**config.mk**
```make
export PLATFORM = sky130hd
export DESIGN_NAME = nx_token_scheduler
export DESIGN_NICKNAME = d
export VERILOG_FILES = /design/src/rtl/nx_token_scheduler.sv
export SDC_FILE = /design/constraint.sdc
export NUM_CORES = 1
export LEC_CHECK = 0
export CAP_MARGIN = 40
export CORE_AREA = 8 8 94 75
export DETAILED_ROUTE_END_ITERATION = 6
export DIE_AREA = 0 0 102 83
export PLACE_DENSITY = 0.69
export SETUP_SLACK_MARGIN = 0.5
export SKIP_CTS_REPAIR_TIMING = 1
export SYNTH_ARGS = -nofsm -noshare
export SYNTH_HDL_FRONTEND = slang
export SYNTH_SLANG_ARGS = --single-unit
```
**constraint.sdc**
```tcl
create_clock -name clk_i -period 6.08 [get_ports clk_i]
set_input_delay 0.912 -clock clk_i [delete_from_list [all_inputs] [get_ports clk_i]]
set_output_delay 0.912 -clock clk_i [all_outputs]
set_load 0.01 [all_outputs]
```
**src/rtl/nx_token_scheduler.sv**
```systemverilog
// Per-tick token scheduler: grants mesh column tokens in ascending index order,
// bounds the number of tokens in flight, and signals completion once every token is back.
module nx_token_scheduler #(
   parameter int unsigned COLUMNS    = 3,
   parameter int unsigned MAX_ACTIVE = 1
) (
   input  logic               clk_i,
   input  logic               rst_i,
   input  logic               trigger_i,
   input  logic [COLUMNS-1:0] mask_i,
   output logic               busy_o,
   output logic               done_o,
   output logic [COLUMNS-1:0] token_grant_o,
   input  logic [COLUMNS-1:0] token_release_i,
   output logic [31:0]        ticks_o,
   output logic               error_o
);

   localparam int unsigned CW = $clog2(COLUMNS + 1);

   typedef enum logic [1:0] {IDLE, GRANT, WAIT, DONE} state_t;

   state_t             state, state_nx;
   logic [COLUMNS-1:0] pending, pending_nx;
   logic [COLUMNS-1:0] outstanding, outstanding_nx;
   logic [COLUMNS-1:0] grant_nx;
   logic [COLUMNS-1:0] pend_eff;
   logic [CW-1:0]      count;
   logic               accept;
   logic               can_grant;
   logic               error_nx;

   function automatic logic [CW-1:0] popcount(input logic [COLUMNS-1:0] v);
      logic [CW-1:0] n;
      n = '0;
      for (int unsigned i = 0; i < COLUMNS; i++) begin
         n = n + CW'(v[i]);
      end
      return n;
   endfunction

   // Slot occupancy comes from the registered outstanding set, so a release frees its slot a cycle later.
   assign count = popcount(outstanding);

   // Next-state, grant selection and release bookkeeping
   always_comb begin
      state_nx       = state;
      error_nx       = error_o;
      accept         = trigger_i && ((state == IDLE) || (state == DONE));
      pend_eff       = accept ? mask_i : pending;
      can_grant      = (accept || (state == GRANT)) && (32'(count) < MAX_ACTIVE) && (pend_eff != '0);
      grant_nx       = can_grant ? (pend_eff & (~pend_eff + COLUMNS'(1))) : '0;
      pending_nx     = pend_eff & ~grant_nx;
      outstanding_nx = (outstanding & ~token_release_i) | grant_nx;

      if ((token_release_i & ~outstanding) != '0) begin
         error_nx = 1'b1;
      end
      if (trigger_i && ((state == GRANT) || (state == WAIT))) begin
         error_nx = 1'b1;
      end

      case (state)
         IDLE, DONE: begin
            if (accept) begin
               state_nx = (mask_i != '0) ? GRANT : DONE;
            end else begin
               state_nx = IDLE;
            end
         end
         GRANT: begin
            if (pending_nx == '0) begin
               state_nx = (outstanding_nx == '0) ? DONE : WAIT;
            end
         end
         WAIT: begin
            if (outstanding_nx == '0) begin
               state_nx = DONE;
            end
         end
         default: state_nx = IDLE;
      endcase
   end

   // State and registered outputs; decoding from state_nx keeps busy/done aligned with the state register.
   always_ff @(posedge clk_i or posedge rst_i) begin
      if (rst_i) begin
         state         <= IDLE;
         pending       <= '0;
         outstanding   <= '0;
         token_grant_o <= '0;
         busy_o        <= 1'b0;
         done_o        <= 1'b0;
         ticks_o       <= '0;
         error_o       <= 1'b0;
      end else begin
         state         <= state_nx;
         pending       <= pending_nx;
         outstanding   <= outstanding_nx;
         token_grant_o <= grant_nx;
         busy_o        <= (state_nx == GRANT) || (state_nx == WAIT);
         done_o        <= (state_nx == DONE);
         error_o       <= error_nx;
         if (state_nx == DONE) begin
            ticks_o <= ticks_o + 32'd1;
         end
      end
   end

endmodule

```
==> Word level (Yosys, flattened, before mapping) <==
Cells that the tools add are included.
{ "classes": {"add_sub_neg": 4, "order_cmp": 1, "eq_ne": 6, "muxes": 10, "bitwise_logic": 9, "reduce_logical": 16} }
{ "op_table": {"columns": ["op", "count"], "rows": [
  ["32-bit by 1-bit adder with 32-bit output (second input constant)", 1],
  ["3-bit bitwise AND", 4],
  ["3-bit inverter", 4],
  ["3-bit nonzero test", 3],
  ["2-bit equality test (second input constant)", 4],
  ["2-bit 2-to-1 mux", 4],
  ["3-bit zero test", 2],
  ["3-bit 2-to-1 mux", 2],
  ["2-bit case mux with 3 select lines", 1],
  ["2-bit by 1-bit equality test with 1-bit output (second input constant)", 2],
  ["1-bit logical AND", 4],
  ["1-bit logical OR", 4],
  ["3-bit by 1-bit adder with 3-bit output (second input constant)", 1],
  ["1-bit 2-to-1 mux", 3],
  ["3-bit bitwise OR", 1],
  ["1-bit by 1-bit adder with 2-bit output", 1],
  ["2-bit by 1-bit adder with 2-bit output", 1],
  ["2-bit zero test", 1],
  ["2-bit by 1-bit less-than comparator with 1-bit output (second input constant)", 1],
  ["2-bit nonzero test", 1],
  ["2-bit OR reduction", 1]
]} }
{ "word_totals": {"ff_bits": 46, "in_bits": 9, "output_inout_bits": 38, "elab_cells": 54} }

==> Depth between registers and ports, before layout <==
Gate-level depths: netlist (run 1).
{ "depth": {"depth_word": 15, "depth_mapped": 15, "depth_no_buf": 13} }

==> Least setup slack after synthesis (run 1) <==
Ideal clock, no wire load.
{ "synth_timing": {"path_type": "input to register", "start": "in trigger_i", "end": "reg ticks_o[17]", "setup_ns": 0.126, "arrival_time_ns": 3.280, "required_time_ns": 5.954, "slack_ns": 2.674, "path_stages": 12, "n_path_buf": 1, "path_cell_list": "and2_4 buf_8 mux2i_2 a221o_1 a31o_1 a22oi_1 ha_1 nand3_1 nor3_1 nor3b_2 nand3_1 xnor2_1"} }
{ "synth_between": {"elab_chain_cells": 12, "elab_cells_between_ends": 21, "cone_classes": "add/sub (1); eq/ne (1); mux (7); bitwise (5); reduce/logical (7)"} }
{ "synth_lines": {"columns": ["element", "line_no", "text"], "rows": [
  ["start, declared", "9", "input logic trigger_i,"],
  ["1-bit logical AND *", "49", "accept = trigger_i && ((state == IDLE) || (state == DONE));"],
  ["3-bit 2-to-1 mux", "50", "pend_eff = accept ? mask_i : pending;"],
  ["3-bit inverter", "52", "grant_nx = can_grant ? (pend_eff & (~pend_eff + COLUMNS'(1))) : '0;"],
  ["3-bit by 1-bit adder with 3-bit output", "52", null],
  ["3-bit bitwise AND", "52", null],
  ["3-bit 2-to-1 mux", "52", null],
  ["3-bit bitwise OR or 3-bit inverter (tied branches)", "54, 53", null],
  ["3-bit zero test or 3-bit bitwise AND (tied branches)", "73, 77, 53", null],
  ["1-bit 2-to-1 mux or 3-bit zero test (tied branches)", "73, 72", null],
  ["2-bit 2-to-1 mux", "72", "if (pending_nx == '0) begin"],
  ["2-bit case mux with 3 select lines *", "63", "case (state)"],
  ["net state_nx[0]", "23", "state_t state, state_nx;"],
  ["2-bit equality test *", "104", "if (state_nx == DONE) begin"],
  ["end signal, assigned", "105", "ticks_o <= ticks_o + 32'd1;"],
  ["end, declared", "15", "output logic [31:0] ticks_o,"]
]} }
The timed path passes the listed nets; every way through them passes the cells marked *.
A chain may end at the register's enable or synchronous reset.

==> Final worst setup path (run 1) <==
Ends and elaborated chain as after synthesis.

==> reports/metrics.yaml, run 1 <==
finish:
  drive_gt1_share_pct: 7.00
  stdcell_count: 321
  num_antenna_cells: 0
  nFillCells: 530
  area_delta_synth_final_pct: 30.5
  seq_area_um2: 1150
  multi_input_comb_area_um2: 928
  final_net_count: 257
  post-route-util_pct: 49.9
power:
  vdd_drop_max_mv: 0.199
  p_switching_w: 0.000285
  p_leak_nw: 1.24
  internal_power_w: 0.000572
  powerDensity_nw_per_um2: 308
  p_seq_share_pct: 45.3
  combPwrFrac_pct: 32.6
  switching_share_pct: 33.2
  pwr-share-clk_pct: 22.2
critical_path:
  slowest_stage: "clkdlybuf4s50_1"
  cp_num_buf_inv: 1
  rrSetupSlack_ps: 2420
  cp_cell_sequence: "clkdlybuf4s50_1 > and4bb_2 > o221ai_1 > mux2i_1 > a31o_1 > a22oi_1 > ha_1 > nand3_1 > nor3_1 > nor3b_2 > nand3_1 > xnor2_1"
  cp.required_ps: 6260
  crit_fanout: 7
  critical_path_arrival_ps: 4130
  cp-end-kind: "flop"
  start_kind: "primary input"
  cp_common_cell: "nand3_1"
  worst_path_dominant_cell_family: "simple AND/OR/NAND/NOR gates"
  critPathMaxStageDelay_ps: 510
  worstSetupPathType: "primary input to flop"
synth:
  netlist_area_um2: 2140
  synth_top_area_cell: "dfrtp_1"
  synth_edf_count: 0
  syn-num-nets: 205
  dominantRegCellSynth: "dfrtp_1"
  syn_avg_cell_area_um2: 11.2
  synth_most_common_cell: "dfrtp_1"
  synth_cell_types: 38
  syn-instance-count: 190
  postSynth.asyncResetShare_pct: 100
  netlist.area_leader.share_pct: 53.9
  yosys_register_bits: 46
  ys_warn_count: 0
  synth_commonest_cells: "46 x dfrtp_1, 20 x xnor2_1, 17 x nand2_1, 11 x nor2_1, 11 x xor2_1"
  synthTopCellsByArea: "dfrtp_1 54%, xnor2_1 8.2%, xor2_1 4.5%"
  ys_seq_area_share_pct: 53.9
route:
  drtIter0Drc: 64
  drc: 0
  met2WireLength_um: 1890
  vias: 1538
  wl_per_cell_um: 13.9
  wl_met3_um: 290
  drt-total-wl_um: 4470
  dr.max_layer_used: "met4"
  wl_met1_um: 2230
  first_pass_iters: 4
  avgViaCountPerCell: 4.79
  ant_nets: 0
grt:
  grt_pass1_vias: 1548
  grt_remaining_overflow: 0
  antenna_found_initial: 0
  grt_usage_pct: 10.8
  grt_first_pass_wirelength_um: 7360
  grt_max_degree: 27
timing:
  layout_setup_ws_ps: 2130
  fmax_mhz: 253
  rsz0062_at_grt: "false"
  finClkSkew_ps: 4.22
  fin_crit_ps: 3950
  tns_ps: 0
  hold_viol: 0
  tightestPinTransition_ps: 726
  slew_violations: 0
  slew-limit-headroom_pct: 51.2
  period_share_pct: 64.9
  setup_viol: 0
die:
  start_util_pct: 38.2
  core-area_um2: 5590
  ios: 47
  fp.dieH_um: 83
  die_w_um: 102
  fp-row-count: 24
  fp.dieArea_um2: 8470
clock_tree:
  cts.root.buffer_cell: "clkbuf_8"
  clk_latency_ps: 300
  numCtsBuffers: 5
  cts_htree_levels: 2
  cts.sink_count: 46
  cts_buffer_depth: 2
  path_clk_slew_ps: 80
  cts_tree: "yes"
place:
  dp_cells: 313
  io_buffers: 46
  dp_hpwl_um: 3410
  post-place-ws_ps: 1850
  place.gp.congestion: 0.844
min_path:
  hp-class: "flop to flop"
job:
  drv_cap: 0
status:
  outcome: "completed"
==> power groups by stage <==
| stage | combinational, W | clock, W | sequential, W |
|---|---|---|---|
| floorplan | 0.000201 | 0 | 0.000395 |
| global placement | 0.000275 | 0 | 0.000393 |
| detailed placement | 0.000279 | 0 | 0.000393 |
| CTS | 0.000281 | 0.000196 | 0.000388 |
| global route | 0.000312 | 0.000208 | 0.000395 |
| finish | 0.000279 | 0.000190 | 0.000388 |
==> area by class of cell <==
class                      instances  area share [%]
sequential                        46            41.3
multi-input combinational        134            33.3
timing repair buffer              47            17.5
tap                               78            3.50
clock buffer                       7            3.10
inverter                           8            1.08
clock inverter                     1           0.180
==> placed cells by master, fill, tap and decap left out, types with 2 or more instances in the layout <==
master / netlist / final
nor3_1: 6 / 6
o21ai_0: 3 / 3
ha_1: 5 / 5
and3_1: 6 / 6
mux2i_1: 2 / 2
dfrtp_1: 46 / 46
xor2_1: 11 / 11
clkdlybuf4s50_1: 0 / 46
xnor2_1: 20 / 20
a31oi_1: 2 / 2
nor2_1: 11 / 11
nand3_1: 8 / 8
a211oi_1: 2 / 2
nand4_1: 9 / 9
a21oi_1: 6 / 6
nand2_1: 17 / 17
inv_1: 8 / 7
and4_1: 2 / 2
clkbuf_8: 0 / 6
nand2b_1: 6 / 6
==> through the flow <==
| step | cell area (um^2) | hold WS, ps | total power (W) |
|---|---|---|---|
| finish | 2790 | 482 | 0.000857 |
| global route | 2790 | 515 | 0.000915 |
| CTS | 2790 | 485 | 0.000864 |
| detailed placement | 2700 | 464 | 0.000672 |
| global placement | 2670 | 454 | 0.000667 |
| floorplan | 2140 | 504 | 0.000595 |
==> layer usage <==
metal | vias up | GRT usage (%)
met1 | 734 | 14.6
met4 | 0 | 3.59
met2 | 36 | 15.4
li1 | 760 | -
met5 | - | 0
met3 | 8 | 3.83
==> cell families after synthesis <==
| kind of cell | after synthesis | synth area share [%] |
|---|---|---|
| fa+ha+maj | 6 | 3.87 |
| buf+inv | 10 | 2.64 |
| xor+xnor | 31 | 12.7 |
| mux | 4 | 2.11 |
| simple gates | 74 | 18.9 |
| flops | 46 | 53.9 |
| compound gates | 19 | 5.86 |
==> final timing paths <==
check                                           end  cells past startpoint               startpoint
min in group asynchronous  outstanding[2]$_DFF_PP0_                      2                    rst_i
max in group asynchronous   ticks_o[13]$_DFFE_PP0N_                      3                    rst_i
min reg2reg                 ticks_o[31]$_DFFE_PP0N_                      1  ticks_o[31]$_DFFE_PP0N_
max reg2reg                 ticks_o[17]$_DFFE_PP0N_                     13       state[0]$_DFF_PP0_
max                         ticks_o[17]$_DFFE_PP0N_                     12                trigger_i
min                         ticks_o[31]$_DFFE_PP0N_                      1  ticks_o[31]$_DFFE_PP0N_
==> state kept, by name, summed over array words and instances, names as in the netlist <==
register / count
outstanding: 3
done_o: 1
token_grant_o: 3
ticks_o: 32
busy_o: 1
state: 2
pending: 3
error_o: 1
==> worst reg2reg max path, cell delays in order (launching register included) <==
cell and delay, ps:
dfrtp_1 400, inv_1 60, ha_1 400, and4bb_2 290, o221ai_1 400, mux2i_1 140
a31o_1 200, a22oi_1 250, ha_1 330, nand3_1 170, nor3_1 270, nor3b_2 360
nand3_1 140, xnor2_1 140
(Power assumes the default switching activity.)
==> run 2, diff against run 1 <==
==> constraint.sdc (replaced) <==
create_clock -name clk_i -period 3.81 [get_ports clk_i]
set_input_delay 0.5715 -clock clk_i [delete_from_list [all_inputs] [get_ports clk_i]]
set_output_delay 0.5715 -clock clk_i [all_outputs]
set_load 0.01 [all_outputs]
==> run 2 against run 1 <==
Clock power is 51% higher; clock skew is 3.4 ps higher; non-clock buffer count is 8 higher; hold slack worse by 14 ps; cell count is 1.9% higher; wire length is 3.6% higher; first-iteration DRC count is 9.4% lower; via count is 3.6% higher; sequential share of layout area is 2.0 points lower; critical endpoint unchanged; largest cell class unchanged.
==> reports/metrics.yaml, run 2 (synthesized netlist as in run 1, its figures left out) <==
status:
  outcome: "completed"
finish:
  regMostFlops: "ticks_o"
  area_delta_synth_final_pct: 37.2
  layout_commonest_cell: "dfrtp_1"
  num_antenna_cells: 0
  largest_register_ffs: 32
  drive_gt1_share_pct: 15.7
  final_net_count: 265
  final_cell_mix: "46 x dfrtp_1, 45 x clkdlybuf4s50_1, 20 x xnor2_1, 16 x nand2_1, 11 x xor2_1"
grt:
  grt_remaining_overflow: 0
  grt_pass1_vias: 1552
  antenna_found_initial: 0
  grt_usage_pct: 10.8
  grt_max_degree: 33
  grt_first_pass_wirelength_um: 7360
route:
  drt-total-wl_um: 4630
  wl_per_cell_um: 14.2
  drc: 0
  ant_nets: 0
  avgViaCountPerCell: 4.87
  vias: 1594
  drtIter0Drc: 58
  first_pass_iters: 4
critical_path:
  cp_cell_sequence: "clkdlybuf4s50_1 > and4bb_2 > o221ai_2 > mux2i_1 > a31o_1 > a22oi_2 > ha_2 > nand3_2 > nor3_2 > nor3b_4 > nand3_1 > xnor2_1"
  reg2reg_from: "state[0]$_DFF_PP0_"
  critical_path_arrival_ps: 3310
  cp-end-kind: "flop"
  worstSetupPathType: "primary input to flop"
  crit_fanout: 5
  cp_num_buf_inv: 1
  worst_r2r_path_depth: 13
  cp.required_ps: 3990
  worst_path_dominant_cell_family: "simple AND/OR/NAND/NOR gates"
  slowest_stage: "clkdlybuf4s50_1"
  start_kind: "primary input"
  rrSetupSlack_ps: 680
  reg2reg_to: "ticks_o[17]$_DFFE_PP0N_"
  critPathMaxStageDelay_ps: 550
min_path:
  min_path_cells: 1
  hold_start: "ticks_o[31]$_DFFE_PP0N_"
  hp-class: "flop to flop"
  worstHoldEndpoint: "ticks_o[31]$_DFFE_PP0N_"
job:
  drv_cap: 0
timing:
  period_share_pct: 82.1
  fmax_mhz: 320
  hold_viol: 0
  slew-limit-headroom_pct: 75.3
  slew_violations: 0
  setup_viol: 0
  whs_ps: 468
  tightestPinTransition_ps: 368
  tns_ps: 0
  finClkSkew_ps: 7.57
  rsz0062_at_grt: "false"
  fin_crit_ps: 3130
clock_tree:
  path_clk_slew_ps: 80
  cts_tree: "yes"
  clk_latency_ps: 290
  cts_buffer_depth: 2
  cts_htree_levels: 2
  cts.root.buffer_cell: "clkbuf_8"
  cts.sink_count: 46
  numCtsBuffers: 5
place:
  io_buffers: 46
  place.gp.congestion: 0.860
  dp_hpwl_um: 3450
die:
  start_util_pct: 38.2
  fp.dieArea_um2: 8470
  die_w_um: 102
  ios: 47
  fp.dieH_um: 83
  core-area_um2: 5590
  fp-row-count: 24
power:
  vdd_drop_max_mv: 0.250
  powerDensity_nw_per_um2: 496
  p_leak_nw: 1.33
[run 2: per-stage QoR]
stage	util (%)	cell area [um^2]	setup slack [ps]	cells	total power, W
3_3_place_gp	48.0	2680	171	314	0.00109
5_1_grt	52.5	2930	486	327	0.00155
2_1_floorplan	-	2140	504	190	0.000950
4_1_cts	49.9	2790	289	321	0.00139
3_5_place_dp	48.4	2700	23.4	315	0.00110
6_report	52.5	2930	683	327	0.00145
[run 2: per-layer routing]
metal	global-route usage, %	routed length (um)	up-vias
met3	3.67	282	2
met5	0	0	-
li1	-	-	783
met4	3.19	25	0
met2	16.1	2100	40
met1	14.3	2230	769
[run 2: layout make-up]
type                    instances  area [um^2]
inverters                       8         30.0
multi-input cells             134         1030
well taps                      78         97.6
clock buffers                   6         82.6
repair buffers                 55          543
fillers                       534         2660
flip-flops and latches         46         1150
[run 2: power breakdown]
part           switching [W]  leakage (nW)  internal (W)  total, W
clock               0.000147        0.0431      0.000140  0.000287
sequential         0.0000668         0.625      0.000557  0.000624
combinational       0.000268         0.661      0.000275  0.000542
[run 2: worst reg2reg max path, stage by stage, from the launching register on]
cell     delay [ps]
dfrtp_1         410
inv_1           110
ha_4            240
and2_4          170
mux2i_4         200
a221o_1         360
a31o_1          230
a22oi_2         180
ha_2            240
nand3_2         120
nor3_2          190
nor3b_4         300
nand3_1         130
xnor2_1         140
[run 2: worst max path at each step]
| stage | startpoint | endpoint | slack, ps | cells after the start |
|---|---|---|---|---|
| floorplan | state[0]$_DFF_PP0_ | ticks_o[17]$_DFFE_PP0N_ | 500 | 15 |
| global placement | trigger_i | ticks_o[27]$_DFFE_PP0N_ | 170 | 12 |
| detailed placement | trigger_i | ticks_o[17]$_DFFE_PP0N_ | 20 | 12 |
| CTS | state[0]$_DFF_PP0_ | ticks_o[17]$_DFFE_PP0N_ | 290 | 13 |
| global route | mask_i[0] | ticks_o[17]$_DFFE_PP0N_ | 490 | 12 |
| finish | mask_i[0] | ticks_o[17]$_DFFE_PP0N_ | 680 | 12 |
